--- config.mk ---
export PLATFORM = sky130hd
export DESIGN_NAME = ftdi_fifo_bridge
export DESIGN_NICKNAME = d
export VERILOG_FILES = /design/src/rtl/ftdi_pkg.sv /design/src/rtl/ftdi_sync.sv /design/src/rtl/ftdi_fifo_bridge.sv
export SDC_FILE = /design/constraint.sdc
export NUM_CORES = 1
export LEC_CHECK = 0
export ABC_AREA = 0
export CORE_MARGIN = 5
export CORE_UTILIZATION = 34
export DETAILED_ROUTE_END_ITERATION = 7
export PLACE_DENSITY_LB_ADDON = 0.1
export SLEW_MARGIN = 30
export SYNTH_ARGS = -nofsm -noshare
export SYNTH_HDL_FRONTEND = slang
export SYNTH_SLANG_ARGS = --single-unit
--- constraint.sdc ---
create_clock -name clk -period 2.8 [get_ports clk]
set_clock_uncertainty 0.2 [all_clocks]
set_input_delay 0.7 -clock clk [delete_from_list [all_inputs] [get_ports clk]]
set_output_delay 0.7 -clock clk [all_outputs]
set_load 0.05 [all_outputs]
--- src/rtl/ftdi_pkg.sv ---
// Shared types and helpers for the FTDI FIFO bridge: state encoding, pin levels,
// transfer direction and counter sizing.
package ftdi_pkg;

    typedef enum logic [2:0] {
        IDLE,
        RD_SETUP,
        RD_STROBE,
        RD_RECOVER,
        WR_SETUP,
        WR_STROBE,
        WR_RECOVER
    } state_t;

    typedef enum logic {
        DIR_RX = 1'b0,
        DIR_TX = 1'b1
    } dir_t;

    // FTDI control pins are active-low.
    localparam logic OFF = 1'b1;
    localparam logic ON  = 1'b0;

    function automatic int cnt_w(input int n);
        return (n < 2) ? 1 : $clog2(n + 1);
    endfunction

endpackage

--- src/rtl/ftdi_sync.sv ---
// Two-flop synchronizer resetting to 1 (inactive level of the FTDI flags).
// Only elaborated when FTDI_SYNC_EN is defined, since nothing else uses it.
`ifdef FTDI_SYNC_EN
module ftdi_sync (
    input  logic clk,
    input  logic n_rst,
    input  logic d,
    output logic q
);

    logic meta_reg;
    logic q_reg;

    always_ff @(posedge clk or negedge n_rst) begin
        if (!n_rst) begin
            meta_reg <= 1'b1;
            q_reg    <= 1'b1;
        end else begin
            meta_reg <= d;
            q_reg    <= meta_reg;
        end
    end

    assign q = q_reg;

endmodule
`endif

--- src/rtl/ftdi_fifo_bridge.sv ---
// FT245-style async FIFO bridge with valid/ready RX/TX streams and burst-limited arbitration.
// Define FTDI_SYNC_EN to pass rxf/txe through 2-flop synchronizers before arbitration.
module ftdi_fifo_bridge
    import ftdi_pkg::*;
#(
    parameter int DATA_W        = 8,
    parameter int RD_STROBE_CYC = 2,
    parameter int WR_STROBE_CYC = 2,
    parameter int BURST_MAX     = 16
) (
    input  logic              clk,
    input  logic              n_rst,
    input  logic              rxf,
    input  logic              txe,
    output logic              oe,
    output logic              rd,
    output logic              wr,
    input  logic [DATA_W-1:0] d_in,
    output logic [DATA_W-1:0] d_out,
    output logic              d_oe,
    output logic [DATA_W-1:0] rx_data,
    output logic              rx_valid,
    input  logic              rx_ready,
    input  logic [DATA_W-1:0] tx_data,
    input  logic              tx_valid,
    output logic              tx_ready,
    output logic              busy
);

    localparam int STB_MAX = (RD_STROBE_CYC > WR_STROBE_CYC) ? RD_STROBE_CYC : WR_STROBE_CYC;
    localparam int STB_W   = cnt_w(STB_MAX);
    localparam int BC_W    = cnt_w((BURST_MAX == 0) ? 1 : BURST_MAX);
    localparam logic [STB_W-1:0] RD_LAST = STB_W'(RD_STROBE_CYC - 1);
    localparam logic [STB_W-1:0] WR_LAST = STB_W'(WR_STROBE_CYC - 1);
    localparam logic [BC_W-1:0]  BC_SAT  = BC_W'((BURST_MAX == 0) ? 1 : BURST_MAX);

    state_t             state_reg, state_next;
    logic [STB_W-1:0]   stb_reg, stb_next;
    logic [BC_W-1:0]    burst_reg, burst_next;
    dir_t               dir_reg, dir_next, dir_sel;
    logic               rxf_s, txe_s;
    logic               rx_ok, tx_ok, load_rx;
    logic               oe_reg, rd_reg, wr_reg, d_oe_reg, tx_ready_reg, rx_valid_reg;
    logic [DATA_W-1:0]  d_out_reg, rx_data_reg;

`ifdef FTDI_SYNC_EN
    ftdi_sync u_rxf_sync (.clk(clk), .n_rst(n_rst), .d(rxf), .q(rxf_s));
    ftdi_sync u_txe_sync (.clk(clk), .n_rst(n_rst), .d(txe), .q(txe_s));
`else
    assign rxf_s = rxf;
    assign txe_s = txe;
`endif

    assign rx_ok = !rxf_s && (!rx_valid_reg || rx_ready);
    assign tx_ok = !txe_s && tx_valid;

    always_comb begin
        state_next = state_reg;
        stb_next   = stb_reg;
        burst_next = burst_reg;
        dir_next   = dir_reg;
        dir_sel    = dir_reg;
        load_rx    = 1'b0;
        case (state_reg)
            IDLE: begin
                if (rx_ok && tx_ok) begin
                    // A zero count only exists straight after reset, where RX takes first pick.
                    if (burst_reg == '0 || (BURST_MAX != 0 && burst_reg == BC_SAT))
                        dir_sel = (dir_reg == DIR_RX) ? DIR_TX : DIR_RX;
                end else if (rx_ok) begin
                    dir_sel = DIR_RX;
                end else begin
                    dir_sel = DIR_TX;
                end
                if (rx_ok || tx_ok) begin
                    stb_next = '0;
                    dir_next = dir_sel;
                    // The count includes the transfer being started now.
                    if (dir_sel != dir_reg)
                        burst_next = BC_W'(1);
                    else if (burst_reg != BC_SAT)
                        burst_next = burst_reg + 1'b1;
                    state_next = (dir_sel == DIR_RX) ? RD_SETUP : WR_SETUP;
                end
            end
            RD_SETUP:   state_next = RD_STROBE;
            RD_STROBE: begin
                if (stb_reg == RD_LAST) begin
                    load_rx    = 1'b1;
                    state_next = RD_RECOVER;
                end else begin
                    stb_next = stb_reg + 1'b1;
                end
            end
            RD_RECOVER: state_next = IDLE;
            WR_SETUP:   state_next = WR_STROBE;
            WR_STROBE: begin
                if (stb_reg == WR_LAST)
                    state_next = WR_RECOVER;
                else
                    stb_next = stb_reg + 1'b1;
            end
            WR_RECOVER: state_next = IDLE;
            default:    state_next = IDLE;
        endcase
    end

    // Pin drivers are decoded from the next state so they are glitch-free flops aligned with state.
    always_ff @(posedge clk or negedge n_rst) begin
        if (!n_rst) begin
            state_reg    <= IDLE;
            stb_reg      <= '0;
            burst_reg    <= '0;
            dir_reg      <= DIR_TX;
            oe_reg       <= OFF;
            rd_reg       <= OFF;
            wr_reg       <= OFF;
            d_oe_reg     <= 1'b0;
            tx_ready_reg <= 1'b0;
            d_out_reg    <= '0;
            rx_data_reg  <= '0;
            rx_valid_reg <= 1'b0;
        end else begin
            state_reg    <= state_next;
            stb_reg      <= stb_next;
            burst_reg    <= burst_next;
            dir_reg      <= dir_next;
            oe_reg       <= (state_next == RD_SETUP || state_next == RD_STROBE) ? ON : OFF;
            rd_reg       <= (state_next == RD_STROBE) ? ON : OFF;
            wr_reg       <= (state_next == WR_STROBE) ? ON : OFF;
            d_oe_reg     <= (state_next == WR_SETUP || state_next == WR_STROBE ||
                             state_next == WR_RECOVER);
            tx_ready_reg <= (state_next == WR_SETUP);
            if (state_reg == IDLE && state_next == WR_SETUP)
                d_out_reg <= tx_data;
            if (load_rx) begin
                rx_data_reg  <= d_in;
                rx_valid_reg <= 1'b1;
            end else if (rx_valid_reg && rx_ready) begin
                rx_valid_reg <= 1'b0;
            end
        end
    end

    assign oe       = oe_reg;
    assign rd       = rd_reg;
    assign wr       = wr_reg;
    assign d_oe     = d_oe_reg;
    assign d_out    = d_out_reg;
    assign tx_ready = tx_ready_reg;
    assign rx_data  = rx_data_reg;
    assign rx_valid = rx_valid_reg;
    assign busy     = (state_reg != IDLE);

endmodule

==> metrics.cfg, run 1 <==
[worst_setup_path]
cp_top_family=buffers and inverters
endpoint=wr
end_kind=output pin
r2r_end=d_out[1]$_DFFE_PN0P_
critPathKind=reg2out
critPathArrivalTime_ns=1.59
reg2reg_from=burst_reg[0]$_DFFE_PN0P_
cp_slowest_cell=clkdlybuf4s50_1
worst-path-buf-inv=1
crit_chain=clkdlybuf4s50_1
worstPathRequired_ns=1.90
reg2regPathDepth=7
r2r_slack_ns=0.44
startpoint_type=register
cp.depth=1
setup.worst_path.start=wr$_DFF_PN1_
crit_fanout=1
slowest_delay_ns=0.79

[power]
seq_power_share=0.312
total_leakage_power_nw=0.914
power.switching_w=0.00126
pwr_density_cell_nw_per_um2=1280
share_comb_of_total_power=0.563
clockPowerShare=0.126
intPower_w=0.00148
sw_frac_of_total=0.460
vdd_drop_max_v=0.000711

[sta]
slew_viol_final=0
worst_pin_slew_ns=0.521
hold_viol_final=0
tns_ns=0
slew_headroom=0.652
fmax_mhz=402
period_needed_ns=2.49
period_share=0.888
finalSetupViolCount=0
rsz0062_at_grt=no
setup_slack_ns=0.314

[synth]
yosysWarnings=0
synthesis.nets=156
synth.distinct_cells=35
syn_inst=131
syn_area_um2=1530
seq_area_frac_synth=0.543
ys_ff_latch=33
yosys-top-cells-area=dfrtp_1, mux2_2, dfstp_2, mux2_4, o21ai_0
synth_top_area_frac=0.474
synth_area_per_cell_um2=11.7
synth_largest_area_cell=dfrtp_1

[detailed_routing]
drtIter0Drc=46
wirelength_met1_mm=1.44
drt_first_pass_iters=4
met3_length_um=343
wl_per_cell_um=14.1
routed_via_density=4.93
topRoutingLayerUsed=met4
ant_nets=0
finalWirelength_mm=3.34
met2_length_mm=1.51
via_count=1169
drc=0

[layout]
drive_gt1_frac=0.205
layoutNonFillerInstCount=237
area_delta_synth_final_pct=39.5
final_cell_area_um2=2130
fin_nets=209
num_antenna_cells=0
nFillCells=406

[placement]
gp_congestion=0.844
dp_slack_ns=0.232
dp_cells=229
io_buffers=44
dp_hpwl_mm=2.48
dpl_cell_area_um2=2050

[global_route]
grt_max_degree=34
track_usage=0.124
grt_overflow_total=0
grt_pass1_vias=1316
antenna_found_initial=0
grt_pass1_wl_mm=5.94

[clock_tree]
insertion_delay_ns=0.29
cts-resized-gates=0
cts_inserted_buffers=5
root_buffer=clkbuf_8
postCtsHoldBufs=0
h-tree-depth=2
max-clock-path-buffers=2
clk_pin_slew_ns=0.07
clock-sinks=33
post_cts_buffers=0
cts_tree=yes

[die]
dieWidth_um=77.1
ioPinCount=45
start_util=0.351
die_h_um=77.1
rows=24
coreArea_um2=4350
die_area_um2=5940

[run]
cap_violations=0

[min_path]
hold_class=reg2reg

[outcome]
status=completed

## metrics by stage
stage | hold slack, ns | power [W] | utilization
floorplan | 0.204 | 0.00192 | -
global placement | 0.289 | 0.00239 | 0.471
detailed placement | 0.296 | 0.00242 | 0.471
CTS | 0.315 | 0.00278 | 0.490
global route | 0.340 | 0.00292 | 0.490
finish | 0.313 | 0.00274 | 0.490
## cell usage after synthesis
cell type / n
or3_1: 1
a31o_2: 1
nand2b_1: 1
or2_2: 2
a32o_1: 1
or2_1: 2
a41oi_1: 1
xor2_1: 1
nor2b_1: 3
nand3_1: 3
buf_1: 1
a21oi_1: 7
o21ai_0: 9
mux2_4: 5
mux2_2: 11
inv_1: 9
xnor2_1: 2
dfstp_2: 4
mux2i_1: 2
nor3b_4: 1
clkbuf_1: 1
nor2_1: 10
a211oi_4: 1
dfrtp_1: 29
a21o_1: 1
nor3_1: 2
o211ai_1: 3
o21ai_1: 1
ha_1: 3
o22a_1: 1
nand2_1: 7
a311oi_1: 1
a22oi_1: 1
buf_6: 1
o22ai_1: 2
## placed cells by master (no fill, tap or decap)
cell,count
buf_4,6
a21o_1,1
a22oi_1,1
a31o_2,1
clkbuf_1,1
a21oi_1,7
a211oi_4,1
dfstp_2,4
a32o_1,1
nand2b_1,1
clkinv_2,2
or2_2,2
nand3_1,3
o211ai_1,3
dfrtp_1,29
or2_1,2
clkdlybuf4s50_1,43
o21ai_1,1
clkbuf_8,5
nor2b_1,3
nor3_1,2
inv_1,9
nand2_1,7
a41oi_1,1
nor3b_4,1
mux2i_1,2
ha_1,3
xnor2_1,2
a311oi_1,1
o22ai_1,2
or3_1,1
o22a_1,1
mux2_4,5
nor2_1,10
o21ai_0,9
mux2_2,11
xor2_1,1
## metal layers
layer	global-route usage	up-vias
met1	0.146	550
met3	0.0703	7
li1	-	562
met5	0	-
met2	0.189	50
met4	0.0447	0
## how the worst min path moves through the flow
stage,from,end,slack [ns],depth (start not counted)
after CTS,d_out[5]$_DFFE_PN0P_,d_out[5]$_DFFE_PN0P_,0.32,1
after global routing,rx_data[3]$_DFFE_PN0P_,rx_data[3]$_DFFE_PN0P_,0.34,1
after detailed placement,rx_data[0]$_DFFE_PN0P_,rx_data[0]$_DFFE_PN0P_,0.30,1
final,d_out[5]$_DFFE_PN0P_,d_out[5]$_DFFE_PN0P_,0.31,1
after floorplan,n_rst,burst_reg[0]$_DFFE_PN0P_,0.20,0
after global placement,rx_data[5]$_DFFE_PN0P_,rx_data[5]$_DFFE_PN0P_,0.29,1
## power by group through the flow
stage	Sequential (W)	Combinational [W]	Clock, W
detailed placement	0.000864	0.00155	0
global route	0.000889	0.00165	0.000382
finish	0.000854	0.00154	0.000344
global placement	0.000852	0.00154	0
CTS	0.000859	0.00156	0.000359
floorplan	0.00137	0.000551	0
## cell families after synthesis
group	after synthesis	share of synthesized area
flops	33	0.543
simple gates	32	0.107
compound gates	30	0.131
mux	18	0.143
buf+inv	12	0.0343
xor+xnor	3	0.0172
fa+ha+maj	3	0.0245
## area by class of cell
type,count,area (um^2),area share
clock buffers,6,72.6,0.0340
clock inverters,2,10.0,0.00469
inverters,9,33.8,0.0158
multi-input cells,86,647,0.303
flip-flops and latches,33,831,0.389
well taps,52,65.1,0.0305
repair buffers,49,475,0.223
Power figures use the tool's default switching activity.
==> run 2: changes to the inputs <==
--- a/config.mk
+++ b/config.mk
@@ -10,6 +10,7 @@
 export CORE_UTILIZATION = 34
 export DETAILED_ROUTE_END_ITERATION = 7
 export PLACE_DENSITY_LB_ADDON = 0.1
+export RECOVER_POWER = 50
 export SLEW_MARGIN = 30
 export SYNTH_ARGS = -nofsm -noshare
 export SYNTH_HDL_FRONTEND = slang
==> constraint.sdc (replaced) <==
create_clock -name clk -period 2.55 [get_ports clk]
set_clock_uncertainty 0.2 [all_clocks]
set_input_delay 0.6375 -clock clk [delete_from_list [all_inputs] [get_ports clk]]
set_output_delay 0.6375 -clock clk [all_outputs]
set_load 0.05 [all_outputs]
==> run 2 against run 1 <==
  * Wire length grew 1.7%
  * First-iteration DRC count shrank 54%
  * Power grew 16%
  * Sequential power grew 10%
  * Critical path depth is the same
  * Critical endpoint is now rd
  * Highest routed layer unchanged
  * Flip-flop and latch count is the same
  * Die area is the same
==> metrics.cfg, run 2 (same netlist as run 1, synthesis figures left out) <==
[die]
rows=24  ; unchanged
ioPinCount=45  ; unchanged
dieWidth_um=77.1  ; unchanged
die_h_um=77.1  ; unchanged
start_util=0.351  ; unchanged
die_area_um2=5940  ; unchanged
coreArea_um2=4350  ; unchanged

[global_route]
use_met1=0.150  ; +0.00444
grt_pass1_vias=1294  ; -1.7%
busiest_layer=met2
track_usage=0.127  ; +0.00242
grt_overflow_total=0  ; unchanged
use_met3=0.0714  ; +0.00117
antenna_found_initial=0  ; unchanged
grt_pass1_wl_mm=6.05  ; +1.9%
grt_max_degree=34  ; unchanged
met2_usage=0.194  ; +0.00424

[min_path]
hold_end=d_out[3]$_DFFE_PN0P_
hold_class=reg2reg
hold_start=d_out[3]$_DFFE_PN0P_
whs_path_depth=1  ; unchanged

[detailed_routing]
routed_via_density=4.93  ; -0.15%
finalWirelength_mm=3.40  ; +1.7%
via_count=1182  ; +1.1%
ant_nets=0  ; unchanged
drtIter0Drc=21  ; -54%
wl_per_cell_um=14.2  ; +0.46%
drc=0  ; unchanged
drt_first_pass_iters=4  ; unchanged

[placement]
gp_congestion=0.828  ; -1.9%
dp_hpwl_mm=2.52  ; +1.6%
io_buffers=44  ; unchanged

[clock_tree]
max-clock-path-buffers=2  ; unchanged
root_buffer=clkbuf_8
insertion_delay_ns=0.28  ; about the same
clk_pin_slew_ns=0.06  ; about the same
cts_tree=yes
clock-sinks=33  ; unchanged
cts_inserted_buffers=5  ; unchanged
h-tree-depth=2  ; unchanged
cts-resized-gates=0  ; unchanged
postCtsHoldBufs=0  ; unchanged
post_cts_buffers=0  ; unchanged

[power]
total_leakage_power_nw=0.937  ; +2.5%
pwr_density_cell_nw_per_um2=1450  ; +13%
power_w=0.00317  ; +16%
vdd_drop_max_v=0.000601  ; -16%

[worst_setup_path]
critPathKind=reg2out
cp_top_family=buffers and inverters
startpoint_type=register
crit_chain=clkdlybuf4s50_1
cp_slowest_cell=clkdlybuf4s50_1
end_kind=output pin
reg2reg_from=burst_reg[0]$_DFFE_PN0P_
r2r_slack_ns=0.41  ; -0.03 ns
worst-path-buf-inv=1  ; unchanged
worstPathRequired_ns=1.71  ; -0.19 ns
r2r_end=d_out[1]$_DFFE_PN0P_
reg2regPathDepth=7  ; unchanged
crit_fanout=1  ; unchanged
critPathArrivalTime_ns=1.58  ; about the same
slowest_delay_ns=0.79  ; about the same

[run]
cap_violations=0  ; unchanged

[sta]
worst_pin_slew_ns=0.805  ; +0.284 ns
hold_viol_final=0  ; unchanged
period_share=0.949
finalSetupViolCount=0  ; unchanged
period_needed_ns=2.42
rsz0062_at_grt=no
slew_viol_final=0  ; unchanged
fmax_mhz=413
tns_ns=0  ; unchanged
slew_headroom=0.464  ; -0.188
timing.hold.ws_ns=0.307  ; -0.00561 ns

[layout]
final_common_cell=clkdlybuf4s50_1
mostFrequentLayoutCells=clkdlybuf4s50_1, dfrtp_1, mux2_2
nFillCells=374  ; -7.9%
ff_latch_area_um2=831  ; unchanged
area_delta_synth_final_pct=43.3
drive_gt1_frac=0.207  ; +0.00204
multi_input_area_um2=647  ; unchanged
fin_nets=212  ; +1.4%
num_antenna_cells=0  ; unchanged

[outcome]
status=completed

run 2: cell types whose count changed in the layout (fill, tap and decap cells not counted), moves of 2 or more:
cell	previous run	this run
clkdlybuf4s50_1	43	41
dlygate4sd3_1	0	2
clkinv_2	2	0
clkbuf_1	1	3
run 2: final cells by class:
class	instances	share of cell area
inverter	9	0.0154
tap	52	0.0297
clock buffer	7	0.0394
multi-input combinational	86	0.295
sequential	33	0.379
clock inverter	1	0.0137
timing repair buffer	52	0.228
run 2: metal layers:
metal	wire length [um]	share of wire
met3	370	0.11
met5	0	0
met2	1450	0.43
met4	49	0.014
met1	1520	0.45
run 2: worst max-delay path by stage:
| stage | start | to | slack, ns | cells after the start |
|---|---|---|---|---|
| finish | rd$_DFF_PN1_ | rd | 0.13 | 1 |
| global route | rd$_DFF_PN1_ | rd | 0.07 | 1 |
| CTS | rd$_DFF_PN1_ | rd | 0.11 | 1 |
| detailed placement | rx_ready | burst_reg[3]$_DFFE_PN0P_ | 0.03 | 7 |
| global placement | rx_ready | burst_reg[3]$_DFFE_PN0P_ | 0.02 | 7 |
| floorplan | state_reg[0]$_DFF_PN0_ | d_out[2]$_DFFE_PN0P_ | 0.30 | 5 |
run 2: report_power, final:
part           switching (W)  internal, W
clock               0.000189     0.000318
combinational        0.00105     0.000670
sequential          0.000163     0.000779
run 2: per-stage QoR:
| stage | cells | utilization | cell area, um^2 | setup slack, ns |
|---|---|---|---|---|
| 2_1_floorplan | 131 | - | 1530 | 0.301 |
| 3_3_place_gp | 232 | 0.479 | 2090 | 0.0230 |
| 3_5_place_dp | 232 | 0.479 | 2090 | 0.0273 |
| 4_1_cts | 240 | 0.506 | 2200 | 0.114 |
| 5_1_grt | 240 | 0.504 | 2190 | 0.0715 |
| 6_report | 240 | 0.504 | 2190 | 0.131 |
